--- src/rtl/core_cfg_ctrl_if.sv ---
// Configuration word stream: valid/ready handshake carrying target, last marker and a
// signed coefficient word.
interface core_cfg_ctrl_if #(
  parameter int COEFF_WIDTH = 20
);
  logic                          cfg_valid;
  logic                          cfg_ready;
  logic [1:0]                    cfg_target;
  logic                          cfg_last;
  logic signed [COEFF_WIDTH-1:0] cfg_data;

  modport master (
    output cfg_valid,
    output cfg_target,
    output cfg_last,
    output cfg_data,
    input  cfg_ready
  );

  modport slave (
    input  cfg_valid,
    input  cfg_target,
    input  cfg_last,
    input  cfg_data,
    output cfg_ready
  );
endinterface

--- src/rtl/core_cfg_ctrl.sv ---
// Coefficient configuration controller: gathers a burst of words into a shadow buffer and
// commits it to the fractional decimator or one of three IIR notch sections.
module core_cfg_ctrl #(
  parameter int COEFF_WIDTH = 20,
  parameter int N_TAP       = 72,
  parameter int COEFF_DEPTH = 5
) (
  input  logic                          clk,
  input  logic                          rst_n,
  core_cfg_ctrl_if.slave                cfg,
  output logic                          frac_dec_coeff_wr_en,
  output logic signed [COEFF_WIDTH-1:0] frac_dec_coeff_data_in [N_TAP],
  output logic                          iir_coeff_wr_en_1MHz,
  output logic                          iir_coeff_wr_en_2MHz,
  output logic                          iir_coeff_wr_en_2_4MHz,
  output logic signed [COEFF_WIDTH-1:0] iir_coeff_in_1MHz   [COEFF_DEPTH],
  output logic signed [COEFF_WIDTH-1:0] iir_coeff_in_2MHz   [COEFF_DEPTH],
  output logic signed [COEFF_WIDTH-1:0] iir_coeff_in_2_4MHz [COEFF_DEPTH],
  output logic                          busy,
  output logic                          cfg_done,
  output logic                          cfg_error
);

  localparam int IDX_W = $clog2(N_TAP + 1);

  typedef enum logic [1:0] {
    IDLE,
    LOAD,
    FLUSH,
    COMMIT
  } state_t;

  state_t                        state;
  logic [IDX_W-1:0]              index;
  logic [1:0]                    target;
  logic signed [COEFF_WIDTH-1:0] shadow [N_TAP];

  logic             accept;
  logic [1:0]       tgt_eff;
  logic [IDX_W-1:0] expected;
  logic [IDX_W-1:0] wr_idx;
  logic [IDX_W-1:0] next_cnt;

  assign cfg.cfg_ready = (state != COMMIT);
  assign busy          = (state != IDLE);
  assign accept        = cfg.cfg_valid && cfg.cfg_ready;

  // The first word of a burst decides the target before it has been latched.
  always_comb begin
    tgt_eff  = (state == IDLE) ? cfg.cfg_target : target;
    expected = (tgt_eff == 2'd0) ? IDX_W'(N_TAP) : IDX_W'(COEFF_DEPTH);
    wr_idx   = (state == IDLE) ? '0 : index;
    next_cnt = wr_idx + 1'b1;
  end

  always_ff @(posedge clk or negedge rst_n) begin
    if (!rst_n) begin
      state                  <= IDLE;
      index                  <= '0;
      target                 <= '0;
      frac_dec_coeff_wr_en   <= 1'b0;
      iir_coeff_wr_en_1MHz   <= 1'b0;
      iir_coeff_wr_en_2MHz   <= 1'b0;
      iir_coeff_wr_en_2_4MHz <= 1'b0;
      cfg_done               <= 1'b0;
      cfg_error              <= 1'b0;
      for (int unsigned i = 0; i < N_TAP; i++) begin
        shadow[i] <= '0;
      end
    end else begin
      frac_dec_coeff_wr_en   <= 1'b0;
      iir_coeff_wr_en_1MHz   <= 1'b0;
      iir_coeff_wr_en_2MHz   <= 1'b0;
      iir_coeff_wr_en_2_4MHz <= 1'b0;
      cfg_done               <= 1'b0;
      cfg_error              <= 1'b0;

      case (state)
        IDLE, LOAD: begin
          if (accept) begin
            if (state == IDLE) begin
              target <= cfg.cfg_target;
            end
            // Overflow word is dropped; if it also ends the burst there is nothing left to flush.
            if (wr_idx == expected) begin
              if (cfg.cfg_last) begin
                cfg_error <= 1'b1;
                index     <= '0;
                state     <= IDLE;
              end else begin
                state <= FLUSH;
              end
            end else begin
              shadow[wr_idx] <= cfg.cfg_data;
              index          <= next_cnt;
              if (cfg.cfg_last) begin
                if (next_cnt == expected) begin
                  frac_dec_coeff_wr_en   <= (tgt_eff == 2'd0);
                  iir_coeff_wr_en_1MHz   <= (tgt_eff == 2'd1);
                  iir_coeff_wr_en_2MHz   <= (tgt_eff == 2'd2);
                  iir_coeff_wr_en_2_4MHz <= (tgt_eff == 2'd3);
                  cfg_done               <= 1'b1;
                  state                  <= COMMIT;
                end else begin
                  cfg_error <= 1'b1;
                  index     <= '0;
                  state     <= IDLE;
                end
              end else begin
                state <= LOAD;
              end
            end
          end
        end

        FLUSH: begin
          if (accept && cfg.cfg_last) begin
            cfg_error <= 1'b1;
            index     <= '0;
            state     <= IDLE;
          end
        end

        COMMIT: begin
          index <= '0;
          state <= IDLE;
        end

        default: state <= IDLE;
      endcase
    end
  end

  assign frac_dec_coeff_data_in = shadow;

  for (genvar g = 0; g < COEFF_DEPTH; g++) begin : g_iir
    assign iir_coeff_in_1MHz[g]   = shadow[g];
    assign iir_coeff_in_2MHz[g]   = shadow[g];
    assign iir_coeff_in_2_4MHz[g] = shadow[g];
  end

endmodule

--- src/flat_wrapper.sv ---
// flat-port wrapper written by rule: the top's interface ports become plain ports
module core_cfg_ctrl_flat 
#(
  parameter int COEFF_WIDTH = 20,
  parameter int N_TAP       = 72,
  parameter int COEFF_DEPTH = 5
)
  (clk, rst_n, frac_dec_coeff_wr_en, frac_dec_coeff_data_in, iir_coeff_wr_en_1MHz, iir_coeff_wr_en_2MHz, iir_coeff_wr_en_2_4MHz, iir_coeff_in_1MHz, iir_coeff_in_2MHz, iir_coeff_in_2_4MHz, busy, cfg_done, cfg_error, cfg_cfg_valid, cfg_cfg_target, cfg_cfg_last, cfg_cfg_data, cfg_cfg_ready);
  core_cfg_ctrl_if #(.COEFF_WIDTH(COEFF_WIDTH)) cfg_i ();
  input  logic clk;
  input  logic rst_n;
  output logic frac_dec_coeff_wr_en;
  output logic signed [COEFF_WIDTH-1:0] frac_dec_coeff_data_in[N_TAP];
  output logic iir_coeff_wr_en_1MHz;
  output logic iir_coeff_wr_en_2MHz;
  output logic iir_coeff_wr_en_2_4MHz;
  output logic signed [COEFF_WIDTH-1:0] iir_coeff_in_1MHz[COEFF_DEPTH];
  output logic signed [COEFF_WIDTH-1:0] iir_coeff_in_2MHz[COEFF_DEPTH];
  output logic signed [COEFF_WIDTH-1:0] iir_coeff_in_2_4MHz[COEFF_DEPTH];
  output logic busy;
  output logic cfg_done;
  output logic cfg_error;
  input wire logic [$bits(cfg_i.cfg_valid)-1:0] cfg_cfg_valid;
  input wire logic [$bits(cfg_i.cfg_target)-1:0] cfg_cfg_target;
  input wire logic [$bits(cfg_i.cfg_last)-1:0] cfg_cfg_last;
  input wire logic [$bits(cfg_i.cfg_data)-1:0] cfg_cfg_data;
  output wire logic [$bits(cfg_i.cfg_ready)-1:0] cfg_cfg_ready;
  assign cfg_i.cfg_valid = cfg_cfg_valid;
  assign cfg_i.cfg_target = cfg_cfg_target;
  assign cfg_i.cfg_last = cfg_cfg_last;
  assign cfg_i.cfg_data = cfg_cfg_data;
  assign cfg_cfg_ready = cfg_i.cfg_ready;
  core_cfg_ctrl #(.COEFF_WIDTH(COEFF_WIDTH), .N_TAP(N_TAP), .COEFF_DEPTH(COEFF_DEPTH)) u_core (.clk(clk), .rst_n(rst_n), .cfg(cfg_i), .frac_dec_coeff_wr_en(frac_dec_coeff_wr_en), .frac_dec_coeff_data_in(frac_dec_coeff_data_in), .iir_coeff_wr_en_1MHz(iir_coeff_wr_en_1MHz), .iir_coeff_wr_en_2MHz(iir_coeff_wr_en_2MHz), .iir_coeff_wr_en_2_4MHz(iir_coeff_wr_en_2_4MHz), .iir_coeff_in_1MHz(iir_coeff_in_1MHz), .iir_coeff_in_2MHz(iir_coeff_in_2MHz), .iir_coeff_in_2_4MHz(iir_coeff_in_2_4MHz), .busy(busy), .cfg_done(cfg_done), .cfg_error(cfg_error));
endmodule
--- config.mk ---
export PLATFORM = sky130hd
export DESIGN_NAME = core_cfg_ctrl_flat
export DESIGN_NICKNAME = d
export VERILOG_FILES = /design/src/rtl/core_cfg_ctrl_if.sv /design/src/rtl/core_cfg_ctrl.sv /design/src/flat_wrapper.sv
export SDC_FILE = /design/constraint.sdc
export NUM_CORES = 2
export LEC_CHECK = 0
export CAP_MARGIN = 20
export CORE_AREA = 8 8 677 679
export DETAILED_ROUTE_END_ITERATION = 10
export DIE_AREA = 0 0 685 687
export SLEW_MARGIN = 20
export SYNTH_ARGS = -nofsm -noshare
export SYNTH_HDL_FRONTEND = slang
export SYNTH_SLANG_ARGS = --single-unit
--- constraint.sdc ---
create_clock -name clk -period 2.89 [get_ports clk]
set_input_delay 0.578 -clock clk [delete_from_list [all_inputs] [get_ports clk]]
set_output_delay 0.578 -clock clk [all_outputs]
set_load 0.03 [all_outputs]
---- Word-level counts from Yosys, hierarchy flattened ----
Cells that the tools add are included.
word-level totals
  bits in registers ....................... 1,457
  output and inout port bits .............. 1,748
  word-level logic and storage cells ...... 161
operators by class
  add/subtract/negate cells ............... 1
  magnitude comparators ................... 2
  eq/ne operators ......................... 12
  mux-type cells .......................... 52
  bitwise operators ....................... 2
  reductions and logical operators ........ 11
operators with widths
  cell                                                                      number
  1440-bit bitwise mux                                                      1
  20-bit demux with 7-bit select                                            1
  7-bit 2-to-1 mux                                                          8
  1-bit 2-to-1 mux                                                          31
  7-bit case mux with 3 select lines                                        1
  20-bit 2-to-1 mux                                                         1
  7-bit equality test                                                       2
  2-bit 2-to-1 mux                                                          7
  2-bit equality test (second input constant)                               4
  8-bit >= comparator (second input constant)                               1
  8-bit by 1-bit < comparator with 1-bit output (second input constant)     1
  7-bit NOT with 8-bit output                                               1
  7-bit by 1-bit adder with 7-bit output (second input constant)            1
  2-bit case mux with 3 select lines                                        1
  3-bit AND reduction                                                       2
  2-bit by 1-bit equality test with 1-bit output (second input constant)    2
  2-bit zero test                                                           2
  2-bit by 1-bit inequality test with 1-bit output (second input constant)  2
  2-bit AND reduction                                                       2
  1-bit logical AND                                                         3
  3-bit inequality test (second input constant)                             1
  2-bit inequality test (second input constant)                             1
  1-bit case mux with 2 select lines                                        1
  2-bit nonzero test                                                        1
  2 further kinds                                                           2

---- Longest topological paths before layout ----
  depth in word-level cells ............... 10
  depth in mapped cells ................... 14

---- Least setup slack after synthesis ----
OpenSTA, ideal clock, no wires.
  path type ............................... register -> register
  start point ............................. register u_core.state[0]
  end point ............................... register u_core.index[6]
  setup time .............................. 104 ps
  arrival ................................. 2,692 ps
  required time ........................... 2,786 ps
  slack ................................... 94 ps
  stages on the path, launching flop included .. 14
  path buffers ............................ 2
  clock period less this slack ............ 2,796 ps
  path through ............................ dfrtp_1 > clkbuf_1 > nor2_1 > inv_1 > and2_1 > ha_1 > clkbuf_1 > nand3_1 > xor2_1 > nand3_1 > a221o_1 > a31oi_4 > o211ai_1 > o311ai_1
between the ends
  longest elaborated chain between the ends .. 10
RTL lines
  item                                                                             line                 text
  from (decl)                                                                      core_cfg_ctrl.sv:33  state_t state;
  from (signal assigned)                                                           core_cfg_ctrl.sv:58  state <= IDLE;
  from (signal assigned)                                                           core_cfg_ctrl.sv:89  state <= IDLE;
  from (signal assigned)                                                           core_cfg_ctrl.sv:91  state <= FLUSH;
  branches (longest 10 deep; another with 7-bit by 1-bit adder with 7-bit output)  -
  to (signal assigned)                                                             core_cfg_ctrl.sv:95  index <= next_cnt;
  to (decl)                                                                        core_cfg_ctrl.sv:34  logic [IDX_W-1:0] index;
Parallel ways; which one is timed is not known. The select of a mux whose other input is x is not followed.
A chain may end at the register's enable or synchronous reset.

---- Worst setup path in the final report ----
  start point ............................. register u_core.shadow, in the netlist u_core.frac_dec_coeff_data_in[1340]
  end point ............................... output port frac_dec_coeff_data_in[1340] (netlist bit)
RTL lines
  item                               line                 text
  from (decl)                        core_cfg_ctrl.sv:36  logic signed [COEFF_WIDTH-1:0] shadow [N_TAP];
  from (signal, indexed assignment)  core_cfg_ctrl.sv:94  shadow[wr_idx] <= cfg.cfg_data;
  to (decl)                          flat_wrapper.sv:13   output logic signed [COEFF_WIDTH-1:0] frac_dec_coeff_data_in[N_TAP];
No word-level cell between the ends.

==> metrics.md <==
| Metric | Value |
|---|---|
| Run status | `completed` |
| Initial antenna violation count | `46` |
| Sequential fraction of the synthesis area | `a little under two thirds` |
| Final #Nets | `~5300` |
| Fillers | `approximately 48000` |
| Gr ovfl total | `0` |
| Slew HR | `a little under two fifths` |
| Worst endpoint required time | `around 2.3 ns` |
| Die H | `a little under 700 um` |
| Syn_nets | `between 3000 and 4000` |
| Total power | `49820 uW` |
| CP Capture Type | `output port` |
| CTS Buf Count | `170` |
| Commonest cells after routing, fill and taps aside | `clkdlybuf4s50_1, dfrtp_1, mux2_2, dlygate4sd2_1, clkbuf_16` |
| CTS root buffer | `clkbuf_16` |
| H-tree levels | `4` |
| Drt pass-1 iters | `5` |
| Finish-stage setup viols | `0` |
| Routed WL per cell | `26.62 um` |
| Global Route Usage Sum | `roughly an eighth` |
| Max cap viols | `0` |
| PwrDens | `~560 mW/mm^2` |
| Clock power share | `44.5%` |
| Crit-path slowest cell | `clkdlybuf4s50_1` |
| Pre-CTS setup slack | `-0.7010 ns` |
| Hold Vio Cnt, Final | `0` |
| First-pass GRT wire length | `around 400000 um` |
| # port buffers | `about 1800` |
| Layout cell share with drive strength beyond 1 | `between 30 and 40%` |
| Net Switching | `~14000 uW` |
| Pint | `roughly 35000 uW` |
| Setup ws final | `approximately 0.046 ns` |
| Yosys reg bits | `~1500` |
| Crit path max-delay family | `buffers and inverters` |
| FF/Latch Area | `0.03657 sq mm` |
| Total number of vias | `approximately 38000` |
| Core area | `0.4472 sq mm` |
| Full die area | `approximately 0.47 sq mm` |
| Syn Area/Cell | `15.38 sq um` |
| Worst Skew | `0.07010 ns` |
| Final HPWL from detailed placement | `231700 um` |
| Sequential share of power | `43.8%` |
| Die width | `between 600 and 700 um` |
| Async S/R FF share, synth | `100.0%` |
| Final GP Congestion | `0.7828` |
| Clock latency at the later pin of the worst-skew pair | `between 0.8 and 0.9 ns` |
| Ys flop type | `dfrtp_1` |
| CTS tree | `done` |
| WL final | `304100 um` |
| Mapped Area | `0.05744 sq mm` |
| TNS Setup | `0 ns` |
| Post-synth EDFFs | `0` |
| Ys Warns | `0` |
| Initial Util | `approximately an eighth` |
| Comb pwr share | `11.7%` |
| Multi-input gate area | `0.01761 sq mm` |
| Final ANT Viol Nets | `0` |
| DR vias/cell | `roughly 3.4` |
| Worst slew pin tran | `between 0.9 and 1 ns` |
| Setup repair after global routing missed its margin | `false` |
| Peak VDD IR | `approximately 0.57 mV` |
| CTS clock-pin slew for the worst setup and hold paths | `~0.060 ns` |
| Post-Synthesis Cells | `between 3000 and 4000` |
| Number of remaining DRC errors | `0` |
| Largest net degree at the start of global routing | `around 110` |
| Max clock buf depth | `4` |
| CP Max Fanout | `5` |
| CP cell instances | `clkdlybuf4s50_1` |
| Net Sw Frac | `approximately 29%` |
| Synthesis-to-layout area growth | `54.47%` |
| Critical path arrival | `roughly 2.3 ns` |
| Final Critical Period | `2.844 ns` |
| Leading cell type in the layout, fill and taps excluded | `clkdlybuf4s50_1` |
| Buf/Inv on CP | `1` |
| Row count | `246` |
| Period utilization | `98.41%` |
| CP Launch Type | `register` |
| Vias in the first global route | `39980` |
| Critical path type | `register to output port` |
| Iter 0 DRT Violations | `roughly 2200` |
| Pins Over Slew Limit | `0` |
| Peak Freq | `between 300 and 400 MHz` |
| Min-Delay Path Class | `input pin to register` |
| I/O Pins | `about 1800` |
| Synth cell types | `48` |
| Leak pwr | `0.04054 uW` |
| Clock Sink Count | `about 1500` |
| Worst path max stage delay | `~0.89 ns` |
## Yosys cell counts (8+ instances only)
cell	n	area share (%)
and2_1	12	0.13
clkbuf_1	232	1.5
and3_1	11	0.12
buf_4	312	4.1
mux2_1	104	2.0
buf_2	52	0.45
nand3_1	19	0.17
dfrtp_1	1457	63
buf_1	28	0.18
o21ai_0	8	0.070
nand2_1	57	0.37
mux2_2	1338	26
nor2_1	31	0.20
## cell families after synthesis
logic type	share of synthesized area (%)
buffers and inverters	6.276
flip-flops	63.48
multiplexers	28.27
adder cells (fa/ha/maj)	0.02178
AO/OA/AOI/OAI	0.5207
XOR/XNOR	0.07626
AND/OR/NAND/NOR	1.353
## cell type report
type | count | share of cell area, %
Multi-Input combinational cell | 1646 | 19.85
Clock inverter | 48 | 0.8532
Tap cell | 5952 | 8.394
Timing Repair Buffer | 2029 | 23.99
Clock buffer | 248 | 5.555
Inverter | 7 | 0.02962
Sequential cell | 1457 | 41.22
Antenna cell | 37 | 0.1044
## stage by stage
| stage | instances | cell area, sq um | hold slack (ns) | utilization (%) |
|---|---|---|---|---|
| 2_1_floorplan | 3734 | 57440 | 0.2824 | - |
| 3_3_place_gp | 11090 | 82960 | 0.4693 | 18.55 |
| 3_5_place_dp | 11090 | 82960 | 0.4742 | 18.55 |
| 4_1_cts | 11390 | 88540 | 0.04415 | 19.80 |
| 5_1_grt | 11390 | 88630 | 0.08731 | 19.82 |
| 6_report | 11420 | 88720 | 0.1940 | 19.84 |
## sequential cells by signal, indices dropped and copies added, names as in the netlist
register,cells
u_core.iir_coeff_wr_en_2MHz,1
u_core.cfg_error,1
u_core.target,2
u_core.cfg_done,1
u_core.index,7
u_core.frac_dec_coeff_data_in,1440
u_core.iir_coeff_wr_en_2_4MHz,1
u_core.iir_coeff_wr_en_1MHz,1
u_core.frac_dec_coeff_wr_en,1
u_core.state,2
## worst paths after layout
check | cells past startpoint | start | slack [ns] | endpoint
max | 1 | u_core.frac_dec_coeff_data_in[1340] | 0.05 | frac_dec_coeff_data_in[1340]
min | 2 | cfg_cfg_data[14] | 0.19 | u_core.frac_dec_coeff_data_in[1214]
max reg2reg | 7 | u_core.index[3] | 0.15 | u_core.frac_dec_coeff_data_in[262]
min reg2reg | 1 | u_core.frac_dec_coeff_data_in[1317] | 0.49 | u_core.frac_dec_coeff_data_in[1317]
max in group asynchronous | 3 | rst_n | 1.46 | u_core.frac_dec_coeff_data_in[1381]
min in group asynchronous | 2 | rst_n | 0.41 | u_core.frac_dec_coeff_data_in[1375]
## metal layers
layer / part of all wire, % / wire [um] / track usage, % / vias up
met5: 0.0089 / 27 / 0 / -
met4: 3.5 / 10770 / 4.234 / 4
met3: 7.3 / 22230 / 3.591 / 370
met2: 51 / 154600 / 21.75 / 1570
met1: 38 / 116400 / 13.95 / 20630
li1: - / - / - / 15790
## timing repair
item,4_1_cts,5_1_grt
hold endpoints to repair,46,0
gates resized for setup,257,12
endpoints found under the setup margin,446,149
pin swaps,0,0
hold buffers,1,0
gates cloned,0,1
setup buffers,0,1
## power by group through the flow
stage | clock network, uW | logic [uW] | registers, uW
CTS | 22900 | 5980 | 21900
detailed placement | 0 | 6310 | 22200
global route | 23600 | 6070 | 21800
floorplan | 0 | 3030 | 21800
finish | 22100 | 5840 | 21800
global placement | 0 | 6300 | 22200
(Power assumes the default switching activity.)
